### src/rtl/shift_capture.sv
// Captures MSB-first serial frames from an external shift register and publishes
// each complete word through a valid/ready port with change mask and sticky error flags.
module shift_capture #(
    parameter int WIDTH = 8
) (
    input  logic             clk,
    input  logic             reset,
    input  logic             i_shld,
    input  logic             i_serclk,
    input  logic             i_done,
    input  logic             i_sdata,
    input  logic             i_ready,
    output logic [WIDTH-1:0] o_data,
    output logic             o_valid,
    output logic [WIDTH-1:0] o_changed,
    output logic             o_overrun,
    output logic             o_frame_err
);
    localparam int CW = $clog2(WIDTH + 1);
    localparam logic [CW-1:0] FULL = CW'(WIDTH);

    typedef enum logic [1:0] {IDLE, LOAD, SHIFT} state_t;

    state_t           state;
    logic [WIDTH-1:0] acc;
    logic [WIDTH-1:0] prev;
    logic [CW-1:0]    bitcnt;
    logic             done_q;
    logic             done_rise;
    logic             publish_req;
    logic             publish_ok;

    assign done_rise   = i_done & ~done_q;
    assign publish_req = done_rise && (state == SHIFT) && (bitcnt == FULL);
    // A word may replace an unaccepted one only if it is being accepted this cycle.
    assign publish_ok  = ~o_valid | i_ready;

    always_ff @(posedge clk) begin
        if (!reset) begin
            state       <= IDLE;
            acc         <= '0;
            prev        <= '0;
            bitcnt      <= '0;
            done_q      <= 1'b0;
            o_data      <= '0;
            o_valid     <= 1'b0;
            o_changed   <= '0;
            o_overrun   <= 1'b0;
            o_frame_err <= 1'b0;
        end else begin
            done_q <= i_done;
            if (done_rise) begin
                if (!publish_req)
                    o_frame_err <= 1'b1;
                state <= IDLE;
            end else begin
                case (state)
                    IDLE: begin
                        if (!i_shld)
                            state <= LOAD;
                    end
                    LOAD: begin
                        acc    <= '0;
                        bitcnt <= '0;
                        if (i_shld)
                            state <= SHIFT;
                    end
                    SHIFT: begin
                        if (!i_shld) begin
                            state <= LOAD;
                        end else if (!i_serclk && !i_done) begin
                            if (bitcnt == FULL) begin
                                o_frame_err <= 1'b1;
                            end else begin
                                acc    <= {acc[WIDTH-2:0], i_sdata};
                                bitcnt <= bitcnt + 1'b1;
                            end
                        end
                    end
                    default: state <= IDLE;
                endcase
            end

            if (publish_req) begin
                if (publish_ok) begin
                    o_valid   <= 1'b1;
                    o_data    <= acc;
                    o_changed <= acc ^ prev;
                    prev      <= acc;
                end else begin
                    o_overrun <= 1'b1;
                end
            end else if (o_valid && i_ready) begin
                o_valid <= 1'b0;
            end
        end
    end
endmodule
### config.mk
export PLATFORM = sky130hd
export DESIGN_NAME = shift_capture
export DESIGN_NICKNAME = d
export VERILOG_FILES = /design/src/rtl/shift_capture.sv
export SDC_FILE = /design/constraint.sdc
export NUM_CORES = 1
export LEC_CHECK = 0
export BUFFER_PORTS_ARGS = -buffer_cell sky130_fd_sc_hd__buf_2
export CAP_MARGIN = 20
export CORE_ASPECT_RATIO = 2
export CORE_MARGIN = 2
export CORE_UTILIZATION = 49
export DETAILED_ROUTE_END_ITERATION = 16
export PLACE_DENSITY = 0.78
export SYNTH_ARGS = -nofsm -noshare
export SYNTH_HDL_FRONTEND = slang
export SYNTH_SLANG_ARGS = --single-unit
### constraint.sdc
create_clock -name clk -period 1.5 [get_ports clk]
set_input_delay 0.225 -clock clk [delete_from_list [all_inputs] [get_ports clk]]
set_output_delay 0.225 -clock clk [all_outputs]
set_load 0.02 [all_outputs]
After elaboration in Yosys (flattened, before gate mapping)

Index checks and enable logic that the tools add are counted.

Register bits after elaboration: 34
Input port bits: 7

Reductions and logical operators: 21
Multiplexer cells: 20
Bitwise operators: 8
Equality and inequality tests: 10
Add/sub/neg operators: 1

Operators with widths:

| operator                                       | count |
|---|---|
| 2-to-1 mux 8 bit                               | 3 |
| case mux 8 bit (2 select lines)                | 1 |
| 2-to-1 mux 4 bit                               | 3 |
| nonzero test 2 bit                             | 6 |
| != test 2 bit (second input constant)          | 5 |
| AND reduction 5 bit                            | 2 |
| 2-to-1 mux 1 bit                               | 9 |
| case mux 4 bit (2 select lines)                | 1 |
| AND reduction 2 bit                            | 4 |
| XOR 8 bit                                      | 1 |
| NOT 1 bit                                      | 5 |
| adder 4 x 1 -> 4 bit (second input constant)   | 1 |
| == test 4 bit (second input constant)          | 1 |
| logical AND 1 bit                              | 4 |
| 2-to-1 mux 2 bit                               | 2 |
| != test 2 x 1 -> 1 bit (second input constant) | 2 |
| case mux 2 bit (2 select lines)                | 1 |
| OR reduction 2 bit                             | 2 |
| == test 2 x 1 -> 1 bit (second input constant) | 1 |
| == test 2 bit (second input constant)          | 1 |
| zero test 1 bit                                | 2 |
| zero test 2 bit                                | 1 |
| AND 1 bit                                      | 1 |
| OR 1 bit                                       | 1 |

Depth between registers and ports, before layout

Word-level depth: 6
Mapped depth: 8
Mapped depth without buffers: 6

Worst setup path after synthesis

Ideal clock, no wire load.

Path type: reg-to-reg
From: register bitcnt[0]
To: register prev[0]
Required time: 1386 ps
Arrival time: 1529 ps
Clock period less this slack: 1643 ps
Setup slack: -143 ps
Cell stages (with the launch flop): 9
Path through: dfxtp_1 > inv_1 > ha_1 > nand3b_1 > or4_4 > buf_6 > buf_12 > nand3_2 > o21ai_2

Word-level cells in the longest chain between the ends: 3

Ends and longest elaborated chain:

| item                          | RTL line | RTL |
|---|---|---|
| from (decl)                   | 27       | `logic [CW-1:0] bitcnt;` |
| from (signal assigned)        | 76       | `bitcnt <= bitcnt + 1'b1;` |
| == test 4 bit                 | 34       | `assign publish_req = done_rise && (state == SHIFT) && (bitcnt == FULL);` |
| logical AND 1 bit             | 34       |  |
| AND reduction 2 bit (no line) | --       |  |
| to (signal assigned)          | 42       | `prev <= '0;` |
| to (signal assigned)          | 89       | `prev <= acc;` |
| to (decl)                     | 26       | `logic [WIDTH-1:0] prev;` |

Every way passes these cells.
A chain may end at the register's enable or synchronous reset.

Final worst setup path

From: register bitcnt[0]
To: register bitcnt[2]

Word-level cells in the longest chain between the ends: 5

Ends and longest elaborated chain:

| item                            | RTL line | RTL |
|---|---|---|
| adder 4 x 1 -> 4 bit            | 76       |  |
| 2-to-1 mux 4 bit                | 72       | `if (bitcnt == FULL) begin` |
| 2-to-1 mux 4 bit                | 71       | `end else if (!i_serclk && !i_done) begin` |
| 2-to-1 mux 4 bit                | 69       | `if (!i_shld) begin` |
| case mux 4 bit (2 select lines) | 57       | `case (state)` |

Parallel ways exist; a longest one is shown, timed or not. The select of a mux whose other input is x is not followed.

==> impl_metrics.json <==
{
  "pwr-share-clk_pct": 45.9,
  "hold_path.class": "input pin to flip-flop",
  "relSlewSlack_pct": 72.65,
  "cts_hold_buffers": 0,
  "p_per_area_nw_per_um2": 960.0,
  "antenna_found_initial": 0,
  "grt_remaining_overflow": 0,
  "viasPerCell": 5.754,
  "nNetsFinal": 210,
  "ant_nets": 0,
  "yosys_warnings": 0,
  "numCtsBuffers": 5,
  "worst_r2r_path_depth": 7,
  "drive_gt1_share_pct": 39.60,
  "r2r_end": "bitcnt[2]$_SDFFE_PN0P_",
  "gp_congestion": 0.8368,
  "fin_tns_setup_ns": -0.8345,
  "synth-adder-area-share_pct": 1.641,
  "report.final.slew_viol_count": 0,
  "worst_pin_slew_ns": 0.4094,
  "vias": 1335,
  "die_area_um2": 3602,
  "die_x_um": 43.45,
  "maxCapViolations": 0,
  "ioPinCount": 26,
  "p_comb_share_pct": 5.3,
  "layout_commonest_cell": "dfxtp_1",
  "drt_first_pass_iters": 4,
  "cp-start-kind": "flip-flop",
  "ir_drop_uv": 981.9,
  "fin_crit_sh_pct": 105.2,
  "grt_max_degree": 53,
  "fillers": 248,
  "leakagePower_uw": 0.0009092,
  "coreArea_um2": 2978,
  "postSynthNetCount": 171,
  "port_buffers": 25,
  "timing.hold.ws_ns": 0.1882,
  "cts_root_buf": "clkbuf_8",
  "crit_path_max_fanout": 5,
  "clkLatencyLatePin_ns": 0.30,
  "cts_sinks": 34,
  "arrival_ns": 1.77,
  "switching_share_pct": 22.68,
  "area_growth_pct": 27.48,
  "synth_cells": 162,
  "synth_cell_types": 34,
  "switchingPower_uw": 423.3,
  "final_util_pct": 65.29,
  "clockBufferDepth": 2,
  "htreeDepth": 2,
  "syn_area_per_cell_um2": 9.415,
  "seq_power_share_pct": 48.8,
  "layout_setup_ws_ns": -0.07728,
  "cts_tree": "built",
  "grt_pass1_wl_um": 6168,
  "num_rows": 28,
  "layout_common_cells": "dfxtp_1 (32), nand3_1 (29), buf_2 (25), nand2_1 (19), buf_4 (15)",
  "drcViolationCount": 0,
  "synthMuxAreaShare_pct": 6.563,
  "synth-seq-cells": 34,
  "synth_compound_area_share_pct": 10.25,
  "post-dp-hpwl_um": 2427,
  "p_int_uw": 1443,
  "n_antenna_cell": 0,
  "synth_xor_area_share_pct": 4.594,
  "synth-simple-area-share_pct": 26.33,
  "netlist_area_um2": 1525,
  "finalSetupViolCount": 27,
  "clkTransAtPathRegs_ns": 0.07,
  "total_power_uw": 1867,
  "report.final.hold_viol_count": 0,
  "rsz0062_at_grt": "yes",
  "end_kind": "flip-flop",
  "clock.fmax_mhz": 634.0,
  "crit_required_ns": 1.69,
  "drt_iter0_markers": 31,
  "violations": "setup timing",
  "initial_core_util_pct": 51.22,
  "grt_usage_pct": 22.72,
  "fp.dieH_um": 82.90,
  "grt_pass1_vias": 1318,
  "period_needed_ns": 1.577,
  "crit_path_end": "bitcnt[2]$_SDFFE_PN0P_",
  "rr_startpoint": "bitcnt[0]$_SDFFE_PN0P_",
  "cp-startpoint": "bitcnt[0]$_SDFFE_PN0P_",
  "synth_top_family_by_area": "simple AND/OR/NAND/NOR gates",
  "ff2ff_setup_slack_ns": -0.08,
  "fin_skew_ns": 0.006935,
  "run_status": "finished with violations",
  "avgRoutedWirePerCell_um": 16.29,
  "wl_um": 3780,
  "worstSetupPathType": "flip-flop to flip-flop",
  "ys_seq_area_share_pct": 44.63
}
worst min path at each step:
stage                              startpoint                         to  slack [ns]  cells past startpoint
CTS                                   i_sdata        acc[0]$_SDFFE_PN0P_        0.19                      3
floorplan                              i_done          done_q$_SDFF_PN0_        0.35                      1
global placement    o_changed[1]$_SDFFE_PN0P_  o_changed[1]$_SDFFE_PN0P_        0.44                      2
finish                                i_sdata        acc[0]$_SDFFE_PN0P_        0.19                      3
global route                          i_sdata        acc[0]$_SDFFE_PN0P_        0.22                      3
detailed placement  o_changed[4]$_SDFFE_PN0P_  o_changed[4]$_SDFFE_PN0P_        0.45                      2
layout make-up:
type	count	area (um2)	area share, %
multi-input cells	116	833.3	42.86
clock buffers	5	68.82	3.539
repair buffers	42	269.0	13.84
well taps	30	37.54	1.931
flip-flops and latches	34	683.2	35.14
clock inverters	3	45.04	2.317
inverters	2	7.507	0.3861
kinds of logic (layout without fill, tap and decap cells):
family	Yosys count	after routing
AOI/OAI and AO/OA	20	20
xor gates and xnor gates	8	8
muxes	10	10
and+or+nand+nor	74	76
DFF	34	34
buffers and inverters	14	52
adders and majority gates	2	2
flip-flops by register name, indices dropped and copies added, names as in the netlist:
name         flops
state            2
prev             8
o_valid          1
o_overrun        1
bitcnt           4
o_changed        8
o_frame_err      1
done_q           1
acc              8
critical path, cell delays in order, from the launching register on:
cell	delay, ns
dfxtp_2	0.33
inv_2	0.07
ha_4	0.12
nand3b_1	0.16
buf_6	0.17
or2_4	0.28
a41o_1	0.19
and3_1	0.16
per-layer routing:
layer / GRT usage (%) / up-vias / wire, um
met5: 0 / - / 0
met4: 9.642 / 0 / 101
met3: 6.304 / 8 / 177
met2: 41.79 / 46 / 2153
met1: 22.18 / 638 / 1347
li1: - / 643 / -
power by group through the flow:
stage	Clock, uW	Sequential [uW]	Combinational (uW)
3_5_place_dp	0	931	88.8
6_report	857	910	99.8
3_3_place_gp	0	931	86.8
2_1_floorplan	0	934	50.3
5_1_grt	892	910	106
4_1_cts	863	910	92.9
through the flow:
stage | setup WS, ns | area (um2) | std cells
finish | -0.07728 | 1944 | 232
floorplan | -0.1228 | 1533 | 162
global placement | -0.07972 | 1728 | 219
CTS | -0.07028 | 1901 | 230
global route | -0.1190 | 1944 | 232
detailed placement | -0.1515 | 1728 | 219
what timing repair did:
action                     in CTS  in global routing
setup endpoints to repair      28                 29
hold endpoints to repair        0                  0
gates cloned                    1                  1
setup buffers                   2                  1
pin swaps                       7                  2
gates resized for setup         9                  7
synthesized netlist by cell type:
| cell type | instances | area share (%) |
|---|---|---|
| a21boi_0 | 1 | 0.49 |
| a21oi_1 | 2 | 0.66 |
| a31oi_1 | 1 | 0.41 |
| a41o_1 | 1 | 0.66 |
| and2_1 | 1 | 0.41 |
| and3_1 | 2 | 0.82 |
| buf_1 | 1 | 0.25 |
| buf_12 | 1 | 1.3 |
| buf_6 | 3 | 2.2 |
| clkbuf_1 | 7 | 1.7 |
| dfxtp_1 | 34 | 45 |
| ha_1 | 2 | 1.6 |
| inv_1 | 2 | 0.49 |
| mux2i_1 | 10 | 6.6 |
| nand2_1 | 19 | 4.7 |
| nand2_2 | 1 | 0.41 |
| nand2b_1 | 2 | 0.82 |
| nand3_1 | 32 | 11 |
| nand3_2 | 4 | 2.6 |
| nand3b_1 | 1 | 0.49 |
| nor2_1 | 2 | 0.49 |
| nor2b_1 | 4 | 1.6 |
| nor4_1 | 1 | 0.41 |
| nor4_2 | 1 | 0.82 |
| o211ai_1 | 1 | 0.49 |
| o21a_1 | 3 | 1.5 |
| o21ai_0 | 2 | 0.66 |
| o21ai_2 | 8 | 4.6 |
| o22ai_2 | 1 | 0.82 |
| or2_2 | 1 | 0.41 |
| or2b_1 | 1 | 0.49 |
| or3b_2 | 1 | 0.57 |
| or4_4 | 1 | 0.74 |
| xor2_1 | 8 | 4.6 |
Power figures use the tool's default switching activity.
